`config.mk`:
```
export PLATFORM = sky130hd
export DESIGN_NAME = divrest_radix2_u
export DESIGN_NICKNAME = d
export VERILOG_FILES = /design/src/rtl/divrest_radix2_u.sv
export SDC_FILE = /design/constraint.sdc
export NUM_CORES = 1
export LEC_CHECK = 0
export ABC_AREA = 0
export CORE_ASPECT_RATIO = 1.25
export CORE_UTILIZATION = 56
export CTS_CLUSTER_DIAMETER = 100
export DETAILED_ROUTE_END_ITERATION = 10
export PLACE_DENSITY = 0.82
export SLEW_MARGIN = 20
export SYNTH_ARGS = -nofsm -noshare
export SYNTH_HDL_FRONTEND = slang
export SYNTH_SLANG_ARGS = --single-unit
```
`constraint.sdc`:
```
create_clock -name clk -period 8.5 [get_ports clk]
set_input_delay 0.85 -clock clk [delete_from_list [all_inputs] [get_ports clk]]
set_output_delay 0.85 -clock clk [all_outputs]
set_load 0.005 [all_outputs]
```
`src/rtl/divrest_radix2_u.sv`:
```
// Unsigned restoring divider, one quotient bit per clock, start/busy handshake.
// Optional build macro DIVREST_SMALL_DIVIDEND_EN short-cuts divisions where a_in < b_in.
module divrest_radix2_u #(
  parameter  int unsigned WIDTH = 32,
  localparam int unsigned CNT_W = $clog2(WIDTH) + 1
) (
  input  logic             clk,
  input  logic             rstHigh,
  input  logic [WIDTH-1:0] a_in,
  input  logic [WIDTH-1:0] b_in,
  input  logic             start_in,
  output logic [WIDTH-1:0] q_out,
  output logic [WIDTH-1:0] r_out,
  output logic             busy
);

`ifdef DIVREST_SMALL_DIVIDEND_EN
  typedef enum logic [1:0] {IDLE, CALC, SKIP} state_t;
`else
  typedef enum logic [1:0] {IDLE, CALC} state_t;
`endif

  state_t             state_q, state_d;
  logic [CNT_W-1:0]   cnt_q, cnt_d;
  logic [WIDTH-1:0]   dvd_q, dvd_d;
  logic [WIDTH-1:0]   dvs_q, dvs_d;
  logic [WIDTH-1:0]   rem_q, rem_d;
  logic [WIDTH-1:0]   quo_q, quo_d;
  logic [WIDTH-1:0]   qres_q, qres_d;
  logic [WIDTH-1:0]   rres_q, rres_d;
  logic [WIDTH:0]     trial;
  logic [WIDTH:0]     diff;

  always_comb begin
    state_d = state_q;
    cnt_d   = cnt_q;
    dvd_d   = dvd_q;
    dvs_d   = dvs_q;
    rem_d   = rem_q;
    quo_d   = quo_q;
    qres_d  = qres_q;
    rres_d  = rres_q;
    // One extra bit on the trial subtraction keeps the borrow visible for any divisor.
    trial   = {rem_q, dvd_q[WIDTH-1]};
    diff    = trial - {1'b0, dvs_q};

    case (state_q)
      IDLE: begin
        if (start_in) begin
          dvd_d   = a_in;
          dvs_d   = b_in;
          rem_d   = '0;
          quo_d   = '0;
          cnt_d   = CNT_W'(WIDTH);
          state_d = CALC;
`ifdef DIVREST_SMALL_DIVIDEND_EN
          if (a_in < b_in) state_d = SKIP;
`endif
        end
      end
      CALC: begin
        if (!diff[WIDTH]) begin
          rem_d = diff[WIDTH-1:0];
          quo_d = {quo_q[WIDTH-2:0], 1'b1};
        end else begin
          rem_d = trial[WIDTH-1:0];
          quo_d = {quo_q[WIDTH-2:0], 1'b0};
        end
        dvd_d = {dvd_q[WIDTH-2:0], 1'b0};
        cnt_d = cnt_q - CNT_W'(1);
        if (cnt_q == CNT_W'(1)) begin
          qres_d  = quo_d;
          rres_d  = rem_d;
          state_d = IDLE;
        end
      end
`ifdef DIVREST_SMALL_DIVIDEND_EN
      SKIP: begin
        // Dividend below divisor: quotient is zero and the dividend is the remainder.
        qres_d  = '0;
        rres_d  = dvd_q;
        state_d = IDLE;
      end
`endif
      default: state_d = IDLE;
    endcase
  end

  always_ff @(posedge clk) begin
    if (rstHigh) begin
      state_q <= IDLE;
      cnt_q   <= '0;
      dvd_q   <= '0;
      dvs_q   <= '0;
      rem_q   <= '0;
      quo_q   <= '0;
      qres_q  <= '0;
      rres_q  <= '0;
    end else begin
      state_q <= state_d;
      cnt_q   <= cnt_d;
      dvd_q   <= dvd_d;
      dvs_q   <= dvs_d;
      rem_q   <= rem_d;
      quo_q   <= quo_d;
      qres_q  <= qres_d;
      rres_q  <= rres_d;
    end
  end

  assign q_out = qres_q;
  assign r_out = rres_q;
  assign busy  = (state_q != IDLE);

endmodule

```
## Yosys cells after proc, flatten, opt, wreduce, memory -nomap -nowiden

Cells that the tools add are included.

| storage, ports and cells | value |
|---|---|
| register bits | 199 |
| logic and storage cells | 33 |
| output and inout port bits | 65 |

| operators by class | value |
|---|---|
| muxes and demuxes | 12 |
| equality and inequality tests | 4 |
| reduce and logical (&&, ||, !) cells | 7 |
| $add $sub $neg | 2 |

Operator list:

| cell | number |
|---|---|
| $pmux W32 S2 | 2 |
| $mux W32 | 3 |
| $pmux W31 S2 | 1 |
| $sub A33 B32 Y33 | 1 |
| $pmux W6 S2 | 1 |
| $reduce_and A2 Y1 | 4 |
| $eq A6 B1 Y1 const B | 1 |
| $mux W6 | 1 |
| $sub A6 B1 Y6 const B | 1 |
| $mux W2 | 2 |
| $ne A2 B2 Y1 const B | 2 |
| $pmux W2 S2 | 1 |
| $reduce_bool A2 Y1 | 2 |
| $eq A2 B1 Y1 const B | 1 |
| $logic_not A2 Y1 | 1 |
| $mux W1 | 1 |

## Depth between registers and ports, before layout

Gate-level depths: netlist of the first run.

| depth | value |
|---|---|
| depth after elaboration | 3 |
| mapped depth | 13 |
| mapped depth without buffers | 12 |

## Worst setup path after synthesis of the first run

OpenSTA, ideal clock, no wires.

| path | value |
|---|---|
| path kind | register to register |
| start | reg dvd_q[31] |
| end | reg rres_q[17] (netlist: r_out[17]) |
| arrival time | 2,761 ps |
| required time | 8,363 ps |
| buffers on the path | 1 |
| library setup time | 137 ps |
| path slack | 5,602 ps |
| stages on the path, launching flop included | 14 |
| path through | dfxtp_1 -> inv_1 -> ha_1 -> inv_1 -> fa_1 -> a21oi_1 -> o221ai_2 -> a32oi_1 -> a211oi_2 -> nor3b_4 -> xnor2_4 -> buf_6 -> mux2i_1 -> a211oi_1 |

| on the way | value |
|---|---|
| cells in the longest elaborated chain, start to end | 2 |

Ends and longest elaborated chain:

| element | RTL line | text |
|---|---|---|
| start: declaration | 25 | `logic [WIDTH-1:0] dvd_q, dvd_d;` |
| start signal: assignment | 102 | `dvd_q <= dvd_d;` |
| $sub A33 B32 Y33 | 45 | `diff = trial - {1'b0, dvs_q};` |
| $mux W32 | 62 | `if (!diff[WIDTH]) begin` |
| end signal: assignment | 107 | `rres_q <= rres_d;` |
| end: declaration | 30 | `logic [WIDTH-1:0] rres_q, rres_d;` |

Every way passes these cells.
A chain may end at the register's enable or synchronous reset.

## Worst setup path in the final report of the first run

| path | value |
|---|---|
| start | reg dvd_q[31] |
| end | reg rres_q[26] (netlist: r_out[26]) |

Same word-level chain as after synthesis.

==> impl_metrics.ini, run 1 <==
[run_status]
status = complete, no violations

[layout]
area_growth_pct = 20.33
num-nets-final = 1372
diodes = 0
nFillCells = 1373
drive_gt1_frac = 0.04677
multi_input_area_sq_mm = 0.005067
ff_latch_area_sq_mm = 0.003968

[synth]
yosysTopAreaCellShare = 0.4158
synth_edf_count = 0
yosysMostFrequentCell = dfxtp_1
syn_nets = 1294
ys_seq_elements = 198
synth_area_per_cell_sq_um = 7.997
synth_largest_area_cell = dfxtp_1
synth_cell_types = 65
syn_inst = 1192
synth_area_sq_mm = 0.009533
synth-async-reset-ratio = 0
yosys_warnings = 0
synth_area_leaders = dfxtp_1 (42%), a21oi_1 (9.6%), nand2_1 (7.5%)
ys_seq_area_frac = 0.4158
synthTopCellsByCount = dfxtp_1 (198), nand2_1 (191), a21oi_1 (182)
ys.flop_type = dfxtp_1

[cts]
clock_latency_ns = 0.43
clock-root-buffer = clkbuf_16
hold_buffers = 0
numCtsBuffers = 17
h-tree-depth = 4
cts_resized = 0
cts_tree = built
clk_pin_slew_ns = 0.07
clockBufferDepth = 2
post-cts-setup-buffers = 0
cts.sinks = 198

[routing]
drc = 0
vias = 8397
wl_um = 22380
drt_iter0_drc = 454
wl_per_cell_um = 14.93
routed_via_density = 5.602
detail-route-antenna-nets = 0
first_pass_iters = 7

[timing]
slew_viol_final = 0
finalCritPeriodShare = 0.4286
worstMarginPinSlew_ns = 0.9465
relSlewSlack = 0.3527
timing.final.ws_setup_ns = 4.856
fin_skew_ns = 0.006778
tns_ns = 0
clock.fmax_mhz = 274.5
finalSetupViolations = 0
fin_crit_ns = 3.644
rsz0062_at_grt = false
hold_viol = 0

[grt]
overflow = 0
grt_pass1_vias = 7993
grt_max_degree = 98
grtUsageTotal = 0.2556
grt_pass1_wl_um = 36780
antenna_found_initial = 0

[worst_setup_path]
worstSetupStartpointType = flop
cp.arrival_ns = 3.99
cp-end-kind = flop
critical_path_peak_fanout = 20
path_cells = inv_1, ha_1, inv_1, fa_1, a21oi_1, o221ai_2, a32oi_1, a211oi_2, nor3b_4, xnor2_4, buf_4, mux2_4, a211oi_2
critPathRequiredTime_ns = 8.85
crit_type = flop to flop
cpPeakStageDelay_ns = 0.45
cp_slowest_cell = buf_4

[power]
ir_drop_mv = 0.2390
cellPowerDensity_mw_per_mm2 = 340.4
p_leak_uw = 0.004361

[place]
pre_cts_ws_ns = 4.920
place.gp.congestion = 0.9089
hpwl_um = 15040
port_buffers = 131

[floorplan]
row_count = 52
ioPinCount = 132
fp.dieH_um = 147.9
dieArea_sq_mm = 0.01755
start_util = 0.5814
fp.coreArea_sq_mm = 0.01640
die_width_um = 118.7

[run]
max_cap_viol_count = 0

[min_path]
holdCritPathClass = flop to flop
==> cells in the final DEF (no fill, tap or decap), types with 5 or more instances in the layout <==
master / count
dfxtp_1: 197
o21bai_1: 7
buf_4: 10
xnor2_1: 16
a21oi_1: 182
nand2b_1: 6
nor2b_1: 5
o21ai_0: 53
mux2i_1: 59
ha_1: 34
nor3b_1: 39
xor2_1: 13
o21ai_1: 21
nand3_1: 14
clkbuf_16: 18
a211oi_1: 10
nor2_1: 125
inv_1: 46
a32oi_1: 6
nand2_1: 190
a21o_1: 5
clkdlybuf4s50_1: 129
nor3_1: 14
nand4_1: 9
==> sequential cells by signal (all words and copies together) (netlist names) <==
signal,count
dvd_q,32
dvs_q,32
q_out,32
r_out,32
rem_q,32
quo_q,31
cnt_q,6
state_q,1
==> path summary, 6_finish.rpt <==
path,startpoint,endpoint,slack [ns],cells after the start
max,dvd_q[31],r_out[26],4.86,13
min,quo_q[30],q_out[31],0.45,2
max reg2reg,dvd_q[31],r_out[26],4.86,13
min reg2reg,quo_q[30],q_out[31],0.45,2
==> final cells by class <==
cell class / count / area share
Multi-Input combinational cell: 867 / 0.4418
Sequential cell: 198 / 0.3459
Timing Repair Buffer: 140 / 0.1195
Clock buffer: 20 / 0.03992
Tap cell: 216 / 0.02356
Inverter: 46 / 0.01505
Clock inverter: 12 / 0.01429
==> power by group <==
part / switching [uW] / total [uW] / internal [uW]
clock network: 364 / 851 / 486
registers: 64.0 / 1070 / 1000
logic: 1160 / 1990 / 827
total: 1590 / 3900 / 2320
==> metal layers <==
layer  GRT usage  vias to the layer above  part of all wire
met5           0                        -                 0
met4      0.1095                        0             0.028
met3     0.04282                       47             0.046
met2      0.4675                      222              0.51
met1      0.2917                     3880              0.42
li1            -                     4248                 -
==> metrics by stage <==
step                hold WS, ns    util  power [uW]  instances  area, sq um
floorplan                0.4270       -        2681       1192         9533
global placement         0.4378  0.6616        3003       1467        10850
detailed placement       0.4429  0.6616        3026       1467        10850
CTS                      0.4541  0.6995        3889       1499        11470
global route             0.4695  0.6996        4141       1499        11470
finish                   0.4545  0.6996        3905       1499        11470
==> cells by family after synthesis <==
kind of cell / synth area share
mux: 0.06510
compound gates: 0.1894
simple gates: 0.1996
flops: 0.4158
fa+ha+maj: 0.04673
buf+inv: 0.05381
xor+xnor: 0.02953
==> worst max-delay path: cells and delay by family (launching register included) <==
family / cells / cell delay [ns]
AOI/OAI and AO/OA: 5 / 1.07
xor gates and xnor gates: 1 / 0.35
adders and majority gates: 2 / 0.59
buffers and inverters: 3 / 0.59
DFF: 1 / 0.31
muxes: 1 / 0.35
and+or+nand+nor: 1 / 0.31
Power figures use the tool's default switching activity.
==> run 2: changes to the inputs <==
--- a/config.mk
+++ b/config.mk
@@ -7,10 +7,10 @@
 export LEC_CHECK = 0
 export ABC_AREA = 0
 export CORE_ASPECT_RATIO = 1.25
-export CORE_UTILIZATION = 56
+export CORE_UTILIZATION = 55
 export CTS_CLUSTER_DIAMETER = 100
 export DETAILED_ROUTE_END_ITERATION = 10
-export PLACE_DENSITY = 0.82
+export PLACE_DENSITY = 0.81
 export SLEW_MARGIN = 20
 export SYNTH_ARGS = -nofsm -noshare
 export SYNTH_HDL_FRONTEND = slang
==> constraint.sdc (replaced) <==
create_clock -name clk -period 3.4 [get_ports clk]
set_input_delay 0.34 -clock clk [delete_from_list [all_inputs] [get_ports clk]]
set_output_delay 0.34 -clock clk [all_outputs]
set_load 0.005 [all_outputs]
==> run 2 against run 1 <==
Combinational power grew to 2.7 times the previous value. Setup slack got worse by 4.6 ns. Sequential power up 150%. Maximum frequency up 15%. Sequential share of layout area decreased by 0.23 points. Power grew to 2.5 times the previous value. Global-route usage increased by 0.44 points. Largest cell class unchanged. Routed wire length increased by 0.84%. Flip-flop and latch count unchanged. Count of clock-buffer cells in the layout is 1 higher. Clock skew is 0.0037 ns higher. Clock power increased by 120%.
==> impl_metrics.ini, run 2 (same netlist as run 1, synthesis figures left out) <==
[min_path]
min_to = r_out[28]
hold_path_depth = 2
hold_path_startpoint = rstHigh
holdCritPathClass = input port to flop

[power]
power_uw = 9942
p_comb_frac = 0.544
intPower_uw = 5923
p_leak_uw = 0.004406
p_sw_frac = 0.4043
power_frac_clock = 0.189
ir_drop_mv = 0.7767
switching_power_uw = 4019
cellPowerDensity_mw_per_mm2 = 860.9
seq_power_share = 0.268

[timing]
slew_viol_final = 0
worstMarginPinSlew_ns = 1.006
clock.fmax_mhz = 314.3
fin_skew_ns = 0.01049
finalSetupViolations = 0
hold_viol = 0
finalCritPeriodShare = 0.9358
fin_crit_ns = 3.182
relSlewSlack = 0.3296
rsz0062_at_grt = false
tns_ns = 0

[grt]
grt_pass1_wl_um = 37780
grt_max_degree = 112
grt_pass1_vias = 8027
antenna_found_initial = 0
overflow = 0
grtUsageTotal = 0.2600

[cts]
numCtsBuffers = 17
clock-root-buffer = clkbuf_16
h-tree-depth = 4
clock_latency_ns = 0.43
cts_tree = built
clk_pin_slew_ns = 0.07
hold_buffers = 0
clockBufferDepth = 2
cts.sinks = 198

[worst_setup_path]
critical_path_peak_fanout = 8
r2r_slack_ns = 0.22
worstSetupStartpointType = flop
crit_start = dvd_q[31]
reg2reg_depth = 13
cp.arrival_ns = 3.53
crit_type = flop to flop
r2r-end = r_out[26]
critPathRequiredTime_ns = 3.75
cp-end-kind = flop
r2r-start = dvd_q[31]

[layout]
final_common_cell = dfxtp_1
multi_input_area_sq_mm = 0.005072
diodes = 0
stdcell_count = 1517
num-nets-final = 1386
nFillCells = 1446
ff_latch_area_sq_mm = 0.003968
layout_common_cells = dfxtp_1 (197), nand2_1 (191), a21oi_1 (182)
drive_gt1_frac = 0.05628
area_growth_pct = 21.14

[run]
max_cap_viol_count = 0

[place]
hpwl_um = 15360
place.gp.congestion = 0.9245
dp.cells = 1482
port_buffers = 131

[routing]
drc = 0
wl_um = 22570
vias = 8415
detail-route-antenna-nets = 0
routed_via_density = 5.547
first_pass_iters = 5
drt_iter0_drc = 407
wl_per_cell_um = 14.88

[floorplan]
dieArea_sq_mm = 0.01787
die_width_um = 119.8
row_count = 53
fp.coreArea_sq_mm = 0.01691
ioPinCount = 132
fp.dieH_um = 149.2
start_util = 0.5637

[run_status]
status = complete, no violations
-- run 2: cell count changes in the layout (fill, tap and decap cells not counted) --
| cell | delta |
|---|---|
| clkinv_4 | +3 |
| a32oi_2 | +1 |
| a32oi_1 | -1 |
| clkbuf_1 | +1 |
| buf_12 | +3 |
| clkinvlp_4 | -1 |
| buf_4 | +10 |
| buf_6 | +1 |
| bufinv_16 | -3 |
| nand2_2 | -1 |
| clkbuf_8 | +1 |
| clkbuf_16 | -1 |
| nand2_1 | +1 |
-- run 2: final cells by class --
class                      instances  area share
multi-input combinational        867      0.4392
sequential                       198      0.3436
timing repair buffer             154      0.1314
inverter                          46     0.01495
tap                              220     0.02384
clock inverter                    11    0.008017
clock buffer                      21     0.03900
-- run 2: power groups by stage --
stage	sequential [uW]	clock, uW	combinational (uW)
final	2660	1870	5410
after global routing	2680	2010	5880
after CTS	2660	1910	5220
after detailed placement	2710	0	5180
after global placement	2700	0	5090
after floorplan	2660	0	4040
-- run 2: how the worst max path moves through the flow --
stage / end / slack [ns]
finish: r_out[26] / 0.22
global route: r_out[8] / 0.04
CTS: r_out[8] / 0.02
detailed placement: r_out[17] / 0.09
global placement: r_out[0] / 0.18
floorplan: r_out[17] / 0.50
-- run 2: metrics by stage --
| stage | setup WS (ns) | cell area [sq um] | utilization | hold WS (ns) |
|---|---|---|---|---|
| floorplan | 0.5021 | 9533 | - | 0.4270 |
| global placement | 0.1799 | 10970 | 0.6488 | 0.4365 |
| detailed placement | 0.09352 | 10970 | 0.6488 | 0.4413 |
| CTS | 0.01591 | 11510 | 0.6809 | 0.1576 |
| global route | 0.03641 | 11550 | 0.6829 | 0.1729 |
| finish | 0.2182 | 11550 | 0.6829 | 0.1695 |
-- run 2: repair_timing --
| item | in CTS | in global routing |
|---|---|---|
| buffers inserted | 0 | 3 |
| resized for setup | 0 | 2 |
| endpoints found under the setup margin | 0 | 43 |
-- run 2: per-layer routing --
metal | vias up | global-route usage | share of wire
met4 | 0 | 0.1106 | 0.023
met3 | 35 | 0.04320 | 0.041
met1 | 3915 | 0.3053 | 0.43
li1 | 4276 | - | -
met5 | - | 0 | 0
met2 | 189 | 0.4650 | 0.51
-- run 2: worst max-delay path: stages, from the launching register on --
cell      delay, ns
dfxtp_1        0.31
inv_1          0.09
ha_1           0.16
inv_1          0.05
fa_1           0.42
a21oi_1        0.23
o221ai_2       0.17
a32oi_2        0.30
a211oi_2       0.14
nor3b_4        0.33
xnor2_4        0.21
buf_6          0.21
mux2_4         0.32
a211oi_2       0.16
==> run 3: changes to the inputs <==
--- a/config.mk
+++ b/config.mk
@@ -7,10 +7,11 @@
 export LEC_CHECK = 0
 export ABC_AREA = 0
 export CORE_ASPECT_RATIO = 1.25
-export CORE_UTILIZATION = 55
+export CORE_UTILIZATION = 56
+export CTS_BUF_LIST = sky130_fd_sc_hd__clkbuf_2
 export CTS_CLUSTER_DIAMETER = 100
 export DETAILED_ROUTE_END_ITERATION = 10
-export PLACE_DENSITY = 0.81
+export PLACE_DENSITY = 0.82
 export SLEW_MARGIN = 20
 export SYNTH_ARGS = -nofsm -noshare
 export SYNTH_HDL_FRONTEND = slang
==> run 3 against run 2 <==
Register-to-register slack is essentially flat. Power is 6.4% lower. Clock power shrank 32%. Largest power group unchanged. Via count up 0.57%. Flip-flop and latch count is the same. Combinational power decreased by 0.7%. Critical endpoint is now r_out[8]. Setup slack got worse by 0.0055 ns. First-iteration DRC count grew 12%. Global-route usage down 0.56 points. Cell count up 0.13%. Critical path type unchanged. Sequential share of layout area is 0.74 points higher. Die area shrank 1.8%.
==> impl_metrics.ini, run 3 (same netlist as run 1, synthesis figures left out) <==
[cts]
cts_tree = built
clockBufferDepth = 2
clk_pin_slew_ns = 0.30
numCtsBuffers = 17
cts.sinks = 198
clock_latency_ns = 0.79
clock-root-buffer = clkbuf_2
h-tree-depth = 4

[timing]
hold_viol = 0
relSlewSlack = 0.3744
worstMarginPinSlew_ns = 0.9384
fin_crit_ns = 3.187
finalCritPeriodShare = 0.9375
finalSetupViolations = 0
fin_skew_ns = 0.04325
clock.fmax_mhz = 313.7
slew_viol_final = 0

[layout]
ff_latch_area_sq_mm = 0.003968
diodes = 0
num-nets-final = 1392
drive_gt1_frac = 0.06140
multi_input_area_sq_mm = 0.005076
nFillCells = 1444
stdcell_count = 1519
area_growth_pct = 18.59
layout_common_cells = dfxtp_1 (197), nand2_1 (191), a21oi_1 (181)
fin_area_sq_mm = 0.01130
final_common_cell = dfxtp_1

[min_path]
holdCritPathClass = input port to flop

[grt]
grt_max_degree = 92
grt_pass1_wl_um = 36670
grtUsageTotal = 0.2545
overflow = 0
grt_pass1_vias = 7934
antenna_found_initial = 0

[floorplan]
start_util = 0.5814
fp.dieH_um = 147.9
dieArea_sq_mm = 0.01755
row_count = 52
ioPinCount = 132
fp.coreArea_sq_mm = 0.01640
die_width_um = 118.7

[power]
ir_drop_mv = 0.4965
cellPowerDensity_mw_per_mm2 = 823.4
p_leak_uw = 0.004330

[worst_setup_path]
crit_path_frequent_cell = inv_1
path_cells = inv_1, ha_1, inv_1, fa_1, a21oi_2, o221ai_2, a32oi_2, a211oi_2, nor3b_4, xnor2_4, buf_6, mux2i_1, a211oi_1
cp-end-kind = flop
cpPeakStageDelay_ns = 0.43
worst-path-buf-inv = 3
critPathRequiredTime_ns = 4.06
crit_type = flop to flop
critical_path_peak_fanout = 12
worstSetupStartpointType = flop
cp.arrival_ns = 3.85
critPathTopFamily = compound AO/OA/AOI/OAI gates
cp_slowest_cell = fa_1

[routing]
wl_um = 22150
vias = 8463
drt_iter0_drc = 457
detail-route-antenna-nets = 0
routed_via_density = 5.571
first_pass_iters = 5
wl_per_cell_um = 14.58
drc = 0

[run]
max_cap_viol_count = 0

[place]
placed_area_sq_mm = 0.01096
dp.cells = 1481
hpwl_um = 15410
place.gp.congestion = 0.9188
port_buffers = 131

[run_status]
status = complete, no violations
[run 3: cell types whose count changed in the layout (fill, tap and decap cells not counted), sizes merged]
cell,change
buf,+5
clkinvlp,-1
bufinv,+3
clkinv,-2
dlygate4sd3,+1
inv,+4
clkbuf,-4
[run 3: final cells by class]
type                            count  share of cell area
Timing Repair Buffer              160              0.1366
Inverter                           46             0.01527
Clock buffer                       17            0.007526
Sequential cell                   198              0.3510
Clock inverter                     15             0.01671
Multi-Input combinational cell    867              0.4490
Tap cell                          216             0.02391
[run 3: where the power goes]
part	switching (uW)	internal, uW
Clock	843	437
Combinational	2970	2400
Sequential	146	2510
Total	3960	5350
[run 3: per-stage QoR]
stage                     utilization   TNS [ns]  setup WS [ns]  hold slack, ns  power [uW]
after CTS                      0.6854          0       0.007528        0.009432        9038
after global routing           0.6895  -0.007014      -0.007014        0.005314        9941
after global placement         0.6687          0         0.1539          0.4414        7661
after detailed placement       0.6687          0        0.04120          0.4463        7743
final                          0.6895          0         0.2126         0.04573        9308
after floorplan                     -          0         0.5021          0.4270        6703
[run 3: timing repair]
| item | CTS | global route |
|---|---|---|
| buffers inserted | 0 | 5 |
| hold buffers | 0 | 1 |
| hold endpoints to repair | 0 | 1 |
| endpoints found under the setup margin | 0 | 46 |
| gates resized for setup | 0 | 4 |
[run 3: final timing paths]
path	startpoint	slack [ns]	to	depth (start not counted)
worst max-delay path	dvd_q[31]	0.21	r_out[8]	13
worst min-delay path	b_in[15]	0.05	dvs_q[15]	3
worst max register to register	dvd_q[31]	0.21	r_out[8]	13
worst min register to register	q_out[8]	0.47	q_out[8]	2
[run 3: tightest hold or removal path, delay by kind of cell]
kind | cells | cell delay (ns)
compound gates | 1 | 0.05
buf+inv | 1 | 0.40
simple gates | 1 | 0.06
[run 3: routing by layer]
metal / global-route usage / vias up / part of all wire
met5: 0 / - / 0
met4: 0.07025 / 0 / 0.016
met3: 0.04784 / 33 / 0.042
met2: 0.4740 / 201 / 0.52
met1: 0.2948 / 3942 / 0.42
li1: - / 4287 / -
